<file path="src/rtl/nic_output_port_lookup_mp.sv">
// Multi-port NIC output port lookup: rewrites the tuser destination field per packet.
// Optional idle-byte counters are enabled with `define NIC_OPL_IDLE_BYTES_EN.
module nic_output_port_lookup_mp #(
    parameter int unsigned DATA_WIDTH      = 512,
    parameter int unsigned TUSER_WIDTH     = 128,
    parameter int unsigned NUM_PORTS       = 4,
    parameter int unsigned SRC_PORT_POS    = 16,
    parameter int unsigned DST_PORT_POS    = 24,
    parameter int unsigned FIFO_DEPTH_BITS = 2,
    parameter int unsigned CNT_WIDTH       = 32,
    parameter int unsigned DEFAULT_DST     = 1
) (
    input  logic                    axis_aclk,
    input  logic                    axis_reset,
    input  logic [DATA_WIDTH-1:0]   s_axis_tdata,
    input  logic [DATA_WIDTH/8-1:0] s_axis_tkeep,
    input  logic [TUSER_WIDTH-1:0]  s_axis_tuser,
    input  logic                    s_axis_tvalid,
    input  logic                    s_axis_tlast,
    output logic                    s_axis_tready,
    output logic [DATA_WIDTH-1:0]   m_axis_tdata,
    output logic [DATA_WIDTH/8-1:0] m_axis_tkeep,
    output logic [TUSER_WIDTH-1:0]  m_axis_tuser,
    output logic                    m_axis_tvalid,
    output logic                    m_axis_tlast,
    input  logic                    m_axis_tready,
    input  logic [1:0]              mode,
    input  logic                    cnt_clear,
`ifdef NIC_OPL_IDLE_BYTES_EN
    output logic [CNT_WIDTH-1:0]    idle_in_cnt,
    output logic [CNT_WIDTH-1:0]    idle_out_cnt,
`endif
    output logic [CNT_WIDTH-1:0]    pkt_in_cnt,
    output logic [CNT_WIDTH-1:0]    pkt_out_cnt,
    output logic [CNT_WIDTH-1:0]    pkt_drop_cnt
);
    localparam int unsigned PW    = 2 * NUM_PORTS;
    localparam int unsigned KW    = DATA_WIDTH / 8;
    localparam int unsigned DEPTH = 2 ** FIFO_DEPTH_BITS;
    localparam int unsigned PTRW  = FIFO_DEPTH_BITS;
    localparam int unsigned OCCW  = FIFO_DEPTH_BITS + 1;
    localparam int unsigned FW    = DATA_WIDTH + KW + TUSER_WIDTH + 1;
    localparam int unsigned CW    = CNT_WIDTH - 1;
    localparam int unsigned AW    = $clog2(KW + 1);
    localparam int unsigned SW    = ((CW > AW) ? CW : AW) + 1;

    typedef enum logic [1:0] {S_HEADER, S_FORWARD, S_DROP} state_t;

    logic [FW-1:0]          r_mem [DEPTH];
    logic [PTRW-1:0]        r_wr_ptr, r_rd_ptr;
    logic [OCCW-1:0]        r_count;
    state_t                 r_state, w_state_nxt;
    logic                   r_hold;
    logic [PW-1:0]          r_dst;
    logic [CNT_WIDTH-1:0]   r_in_cnt, r_out_cnt, r_drop_cnt;

    logic                   w_empty, w_wr, w_rd, w_tvalid, w_drop_pkt;
    logic                   w_h_last;
    logic [TUSER_WIDTH-1:0] w_h_user, w_out_user;
    logic [KW-1:0]          w_h_keep;
    logic [DATA_WIDTH-1:0]  w_h_data;
    logic [PW-1:0]          w_src, w_calc_dst, w_dst;
    logic                   w_calc_drop, w_in_last, w_out_last;

    // Saturating add; any sum beyond the count range sets the sticky MSB.
    function automatic logic [CNT_WIDTH-1:0] f_sat(input logic [CNT_WIDTH-1:0] c,
                                                   input logic [AW-1:0] amt);
        logic [SW-1:0] sum;
        sum = SW'(c[CW-1:0]) + SW'(amt);
        if (sum > SW'({CW{1'b1}})) f_sat = {1'b1, {CW{1'b1}}};
        else                       f_sat = {c[CW], sum[CW-1:0]};
    endfunction

    assign w_empty       = (r_count == '0);
    assign s_axis_tready = (r_count < OCCW'(DEPTH - 1));
    assign w_wr          = s_axis_tvalid & s_axis_tready;
    assign {w_h_last, w_h_user, w_h_keep, w_h_data} = r_mem[r_rd_ptr];

    always_ff @(posedge axis_aclk) begin
        if (w_wr) r_mem[r_wr_ptr] <= {s_axis_tlast, s_axis_tuser, s_axis_tkeep, s_axis_tdata};
    end

    always_ff @(posedge axis_aclk) begin
        if (axis_reset) begin
            r_wr_ptr <= '0;
            r_rd_ptr <= '0;
            r_count  <= '0;
        end else begin
            if (w_wr) r_wr_ptr <= r_wr_ptr + PTRW'(1);
            if (w_rd) r_rd_ptr <= r_rd_ptr + PTRW'(1);
            if (w_wr && !w_rd)      r_count <= r_count + OCCW'(1);
            else if (!w_wr && w_rd) r_count <= r_count - OCCW'(1);
        end
    end

    // Destination / drop decision for the beat at the FIFO head.
    always_comb begin
        w_src       = w_h_user[SRC_PORT_POS +: PW];
        w_calc_dst  = '0;
        w_calc_drop = 1'b0;
        if (w_src == '0) begin
            w_calc_dst = PW'(DEFAULT_DST);
        end else if ((w_src & (w_src - PW'(1))) != '0) begin
            w_calc_drop = 1'b1;
        end else if (mode == 2'd2) begin
            w_calc_drop = 1'b1;
        end else if (mode == 2'd1) begin
            w_calc_dst = w_src;
        end else begin
            for (int i = 0; i < int'(NUM_PORTS); i++) begin
                w_calc_dst[2*i]   = w_src[2*i+1];
                w_calc_dst[2*i+1] = w_src[2*i];
            end
        end
    end

    // r_hold freezes the decision while a header beat is stalled downstream.
    always_comb begin
        w_state_nxt = r_state;
        w_tvalid    = 1'b0;
        w_rd        = 1'b0;
        w_drop_pkt  = 1'b0;
        w_dst       = r_dst;
        case (r_state)
            S_HEADER: begin
                if (!r_hold) w_dst = w_calc_dst;
                if (!w_empty) begin
                    if (w_calc_drop && !r_hold) begin
                        w_rd = 1'b1;
                        if (w_h_last) w_drop_pkt  = 1'b1;
                        else          w_state_nxt = S_DROP;
                    end else begin
                        w_tvalid = 1'b1;
                        w_rd     = m_axis_tready;
                        if (m_axis_tready && !w_h_last) w_state_nxt = S_FORWARD;
                    end
                end
            end
            S_FORWARD: begin
                w_tvalid = !w_empty;
                w_rd     = !w_empty && m_axis_tready;
                if (w_rd && w_h_last) w_state_nxt = S_HEADER;
            end
            S_DROP: begin
                w_rd = !w_empty;
                if (!w_empty && w_h_last) begin
                    w_drop_pkt  = 1'b1;
                    w_state_nxt = S_HEADER;
                end
            end
            default: w_state_nxt = S_HEADER;
        endcase
    end

    always_ff @(posedge axis_aclk) begin
        if (axis_reset) begin
            r_state <= S_HEADER;
            r_hold  <= 1'b0;
            r_dst   <= '0;
        end else begin
            r_state <= w_state_nxt;
            r_hold  <= (r_state == S_HEADER) && !w_empty && !w_rd;
            if (r_state == S_HEADER) r_dst <= w_dst;
        end
    end

    always_comb begin
        w_out_user                      = w_h_user;
        w_out_user[DST_PORT_POS +: PW]  = w_dst;
    end

    assign m_axis_tvalid = w_tvalid;
    assign m_axis_tdata  = w_h_data;
    assign m_axis_tkeep  = w_h_keep;
    assign m_axis_tuser  = w_out_user;
    assign m_axis_tlast  = w_h_last;

    assign w_in_last  = w_wr & s_axis_tlast;
    assign w_out_last = w_tvalid & m_axis_tready & w_h_last;

    always_ff @(posedge axis_aclk) begin
        if (axis_reset || cnt_clear) begin
            r_in_cnt   <= '0;
            r_out_cnt  <= '0;
            r_drop_cnt <= '0;
        end else begin
            r_in_cnt   <= f_sat(r_in_cnt,   AW'(w_in_last));
            r_out_cnt  <= f_sat(r_out_cnt,  AW'(w_out_last));
            r_drop_cnt <= f_sat(r_drop_cnt, AW'(w_drop_pkt));
        end
    end

    assign pkt_in_cnt   = r_in_cnt;
    assign pkt_out_cnt  = r_out_cnt;
    assign pkt_drop_cnt = r_drop_cnt;

`ifdef NIC_OPL_IDLE_BYTES_EN
    logic [AW-1:0]        w_in_zeros, w_out_zeros;
    logic [CNT_WIDTH-1:0] r_idle_in, r_idle_out;

    // Unused byte lanes on the closing beat of each packet.
    always_comb begin
        w_in_zeros  = '0;
        w_out_zeros = '0;
        for (int i = 0; i < int'(KW); i++) begin
            w_in_zeros  = w_in_zeros  + AW'(~s_axis_tkeep[i]);
            w_out_zeros = w_out_zeros + AW'(~w_h_keep[i]);
        end
    end

    always_ff @(posedge axis_aclk) begin
        if (axis_reset || cnt_clear) begin
            r_idle_in  <= '0;
            r_idle_out <= '0;
        end else begin
            r_idle_in  <= f_sat(r_idle_in,  w_in_last  ? w_in_zeros  : '0);
            r_idle_out <= f_sat(r_idle_out, w_out_last ? w_out_zeros : '0);
        end
    end

    assign idle_in_cnt  = r_idle_in;
    assign idle_out_cnt = r_idle_out;
`endif

endmodule

</file>
<file path="config.mk">
export PLATFORM = sky130hd
export DESIGN_NAME = nic_output_port_lookup_mp
export DESIGN_NICKNAME = d
export VERILOG_FILES = /design/src/rtl/nic_output_port_lookup_mp.sv
export SDC_FILE = /design/constraint.sdc
export NUM_CORES = 2
export LEC_CHECK = 0
export CAP_MARGIN = 20
export CORE_AREA = 8 8 592 594
export CTS_CLUSTER_DIAMETER = 60
export DETAILED_ROUTE_END_ITERATION = 6
export DIE_AREA = 0 0 600 602
export GPL_TIMING_DRIVEN = 0
export MAX_ROUTING_LAYER = met4
export PLACE_DENSITY_LB_ADDON = 0.12
export SYNTH_ARGS = -nofsm -noshare
export SYNTH_HDL_FRONTEND = slang
export SYNTH_SLANG_ARGS = --single-unit
</file>
<file path="constraint.sdc">
create_clock -name axis_aclk -period 19.5 [get_ports axis_aclk]
set_input_delay 3.9 -clock axis_aclk [delete_from_list [all_inputs] [get_ports axis_aclk]]
set_output_delay 3.9 -clock axis_aclk [all_outputs]
set_load 0.005 [all_outputs]
</file>
==> impl_metrics.toml <==
[run_status]
status = "complete, no violations"

[detailed_routing]
dr.pass1.iters = 5
avgViaCountPerCell = 4.69
detailedRoute.firstIterationViolations = 3762
routed-via-count = 52200
wire_per_inst_um = 30.4
wirelength_um = 338000
antenna_left = 0
drc_errors = 0

[grt]
grt_max_degree = 51
grt_pass1_vias = 55200
antenna_found_initial = 237
grt_overflow_total = 0
grt_pass1_wl_um = 462000
grt.total_usage_pct = 18.7

[worst_setup_path]
slowest_stage = "clkdlybuf4s50_1"
cp_cell_sequence = "clkdlybuf4s50_1 -> inv_1 -> a222oi_1 -> o21a_1 -> o21ai_2 -> nand2b_4 -> o21ai_1 -> clkdlybuf4s50_1"
arrival_ns = 6.24
path_class = "in2out"
cp_top_family = "buffers and inverters"
required_ns = 15.60
start_kind = "input pin"
worstPathMaxFanout = 7
max_stage_delay_ns = 0.71
endpoint_kind = "output port"
crit_path_frequent_cell = "clkdlybuf4s50_1"
critPathBufInv = 3

[synthesis]
yosysTopAreaCell = "edfxtp_1"
synthDistinctLibCells = 50
synth_edf_count = 2788
syn_area_mm2 = 0.105
synth_seq_cells = 2904
syn_inst = 4259
avgSynthCellArea_um2 = 24.7
synthTopCellsByArea = "edfxtp_1 79%, mux4_2 15%, dfxtp_1 2.2%"
yosys_warnings = 0
syn-num-nets = 4983
ys.flop_type = "edfxtp_1"
yosysSeqAreaShare_pct = 81.7
synth_top_area_share_pct = 79.5
ys_async_sr_fraction_pct = 0

[timing]
rsz0062_at_grt = "false"
whs_ns = 0.467
setup_viol = 0
timing.fmax_mhz = 98.6
fin_ws_ns = 9.36
fin_tns_setup_ns = 0
finalMaxSlewViolations = 0
slew_headroom_pct = 26.4
tightestPinTransition_ns = 1.10
timing.final.hold_violations = 0
min_period_ns = 10.14
fin_skew_ns = 0.0302
fin_crit_sh_pct = 52.0

[die]
core_area_mm2 = 0.341
io_pins = 1515
design.die.area_mm2 = 0.361
start_util_pct = 30.9
die_h_um = 602
die_x_um = 600
row_count = 215

[pwr]
p_leak_nw = 43.4
powerDensity_mw_per_mm2 = 138
peakVddDrop_mv = 0.0796
totalPowerFinal_w = 0.0192

[clock_network]
root_buffer = "clkbuf_16"
cts_tree = "done"
cts_num_sinks = 2904
post_cts_buffers = 0
ctsHoldBuffers = 0
numCtsBuffers = 345
clk_pin_slew_ns = 0.06
clockBufferDepth = 4
h-tree-depth = 5
insertion_delay_ns = 0.92
cts_resized = 0

[placement]
dp_hpwl_um = 245000
dp_slack_ns = 9.31
place_congestion = 0.776
place_area_mm2 = 0.128
numPortBuffers = 1506

[finish]
regArea_mm2 = 0.0860
drive_gt1_share_pct = 19.6
num-nets-final = 6921
fillers = 30300
area_growth_pct = 32.2
final_cell_area_mm2 = 0.139
multi_input_area_mm2 = 0.0186

[min_path]
hold_path.class = "reg2reg"

[run]
max_cap_viol_count = 0
-- registers in the layout, indices dropped and copies added (netlist names), 3 cells and up, named ones only --
signal and count:
pkt_in_cnt 32, pkt_out_cnt 32, r_dst 8, pkt_drop_cnt 32, r_count 3, r_mem 2788
-- cell type report --
cell class	instances	share of cell area [%]
timing repair buffer	1591	12.3
inverter	24	0.0647
clock inverter	173	1.14
multi-input combinational	1151	13.3
tap	4557	4.09
buffer	180	0.503
sequential	2904	61.8
antenna	110	0.198
clock buffer	441	6.62
-- worst reg2reg max path, cell delays in order, from the launching register on --
cell and delay (ns):
dfxtp_1 0.41, buf_2 0.70, mux4_2 0.47, or2_1 0.18, a211oi_1 0.10, o21ai_2 0.33
nand2_1 0.16, a211oi_1 0.54, ha_1 0.28, and3_1 0.22, and4_1 0.33, nand3_1 0.22
nor3_2 0.46, nand4_1 0.45, clkbuf_1 0.37, a21oi_1 0.21
-- cells in the mapped netlist, types with 4 or more instances --
cell type,number
nand2_1,42
nor2_1,45
edfxtp_1,2788
clkbuf_1,77
mux2i_1,10
nor4_1,4
nor2b_1,10
inv_1,24
o21ai_1,8
dfxtp_1,116
and3_1,29
a211oi_1,6
xnor2_1,33
o21ai_0,5
nand3_1,37
and2_1,5
nor3_1,14
or3_1,4
a21oi_1,97
mux4_2,697
nand4_1,13
and4_1,5
ha_1,11
buf_1,99
xor2_1,41
-- routing by layer --
metal / part of all wire, % / GRT usage, % / vias up / wire length (µm)
met5: 0 / - / - / 0
met4: 3.0 / 4.61 / 0 / 10100
li1: - / - / 22300 / -
met3: 9.8 / 7.43 / 654 / 33100
met1: 35 / 19.7 / 27500 / 119000
met2: 52 / 32.7 / 1789 / 176000
-- report_power, final --
| group | internal (W) | switching (W) |
|---|---|---|
| registers | 0.00754 | 0.000118 |
| clock network | 0.00361 | 0.00255 |
| logic | 0.00268 | 0.00269 |
-- through the flow --
| step | cells | utilization [%] |
|---|---|---|
| 2_1_floorplan | 4259 | - |
| 3_3_place_gp | 10300 | 37.0 |
| 3_5_place_dp | 10400 | 37.6 |
| 4_1_cts | 11000 | 40.8 |
| 5_1_grt | 11100 | 40.8 |
| 6_report | 11100 | 40.8 |
-- cell families (layout without fill, tap and decap cells) --
kind of cell	count (synthesis)	count (layout)	synth area share, %
adders and majority gates	12	12	0.150
buffers and inverters	204	2409	0.743
xor gates and xnor gates	74	74	0.615
and+or+nand+nor	224	224	1.11
muxes	709	709	15.0
other	0	110	0
AOI/OAI and AO/OA	132	132	0.699
DFF	2904	2904	81.7
-- path summary, 6_finish.rpt --
| kind | depth (start not counted) | start | end | slack, ns |
|---|---|---|---|---|
| worst max register to register | 15 | flip-flop | pkt_drop_cnt[9] | 14.00 |
| worst min register to register | 2 | pkt_in_cnt[31] | pkt_in_cnt[31] | 0.47 |
| worst max-delay path | 8 | mode[0] | m_axis_tuser[29] | 9.36 |
| worst min-delay path | 2 | pkt_in_cnt[31] | pkt_in_cnt[31] | 0.47 |
-- cells in the final DEF, fill, tap and decap left out, types with 11 or more instances in the layout --
cell	netlist	layout
clkbuf_1	77	156
mux4_2	697	697
clkdlybuf4s50_1	0	1506
buf_16	0	60
clkinv_1	0	72
edfxtp_1	2788	2788
buf_8	0	16
and3_1	29	25
clkinv_2	0	30
diode_2	0	110
ha_1	11	11
bufinv_16	0	20
nor2_1	45	45
clkbuf_16	0	353
a21oi_1	97	97
xor2_1	41	41
buf_1	99	96
xnor2_1	33	33
inv_1	24	24
nand4_1	13	13
inv_6	0	25
nand3_1	37	37
dfxtp_1	116	116
nand2_1	42	42
nor3_1	14	14
Note: power is estimated with default switching activity, not from simulation.
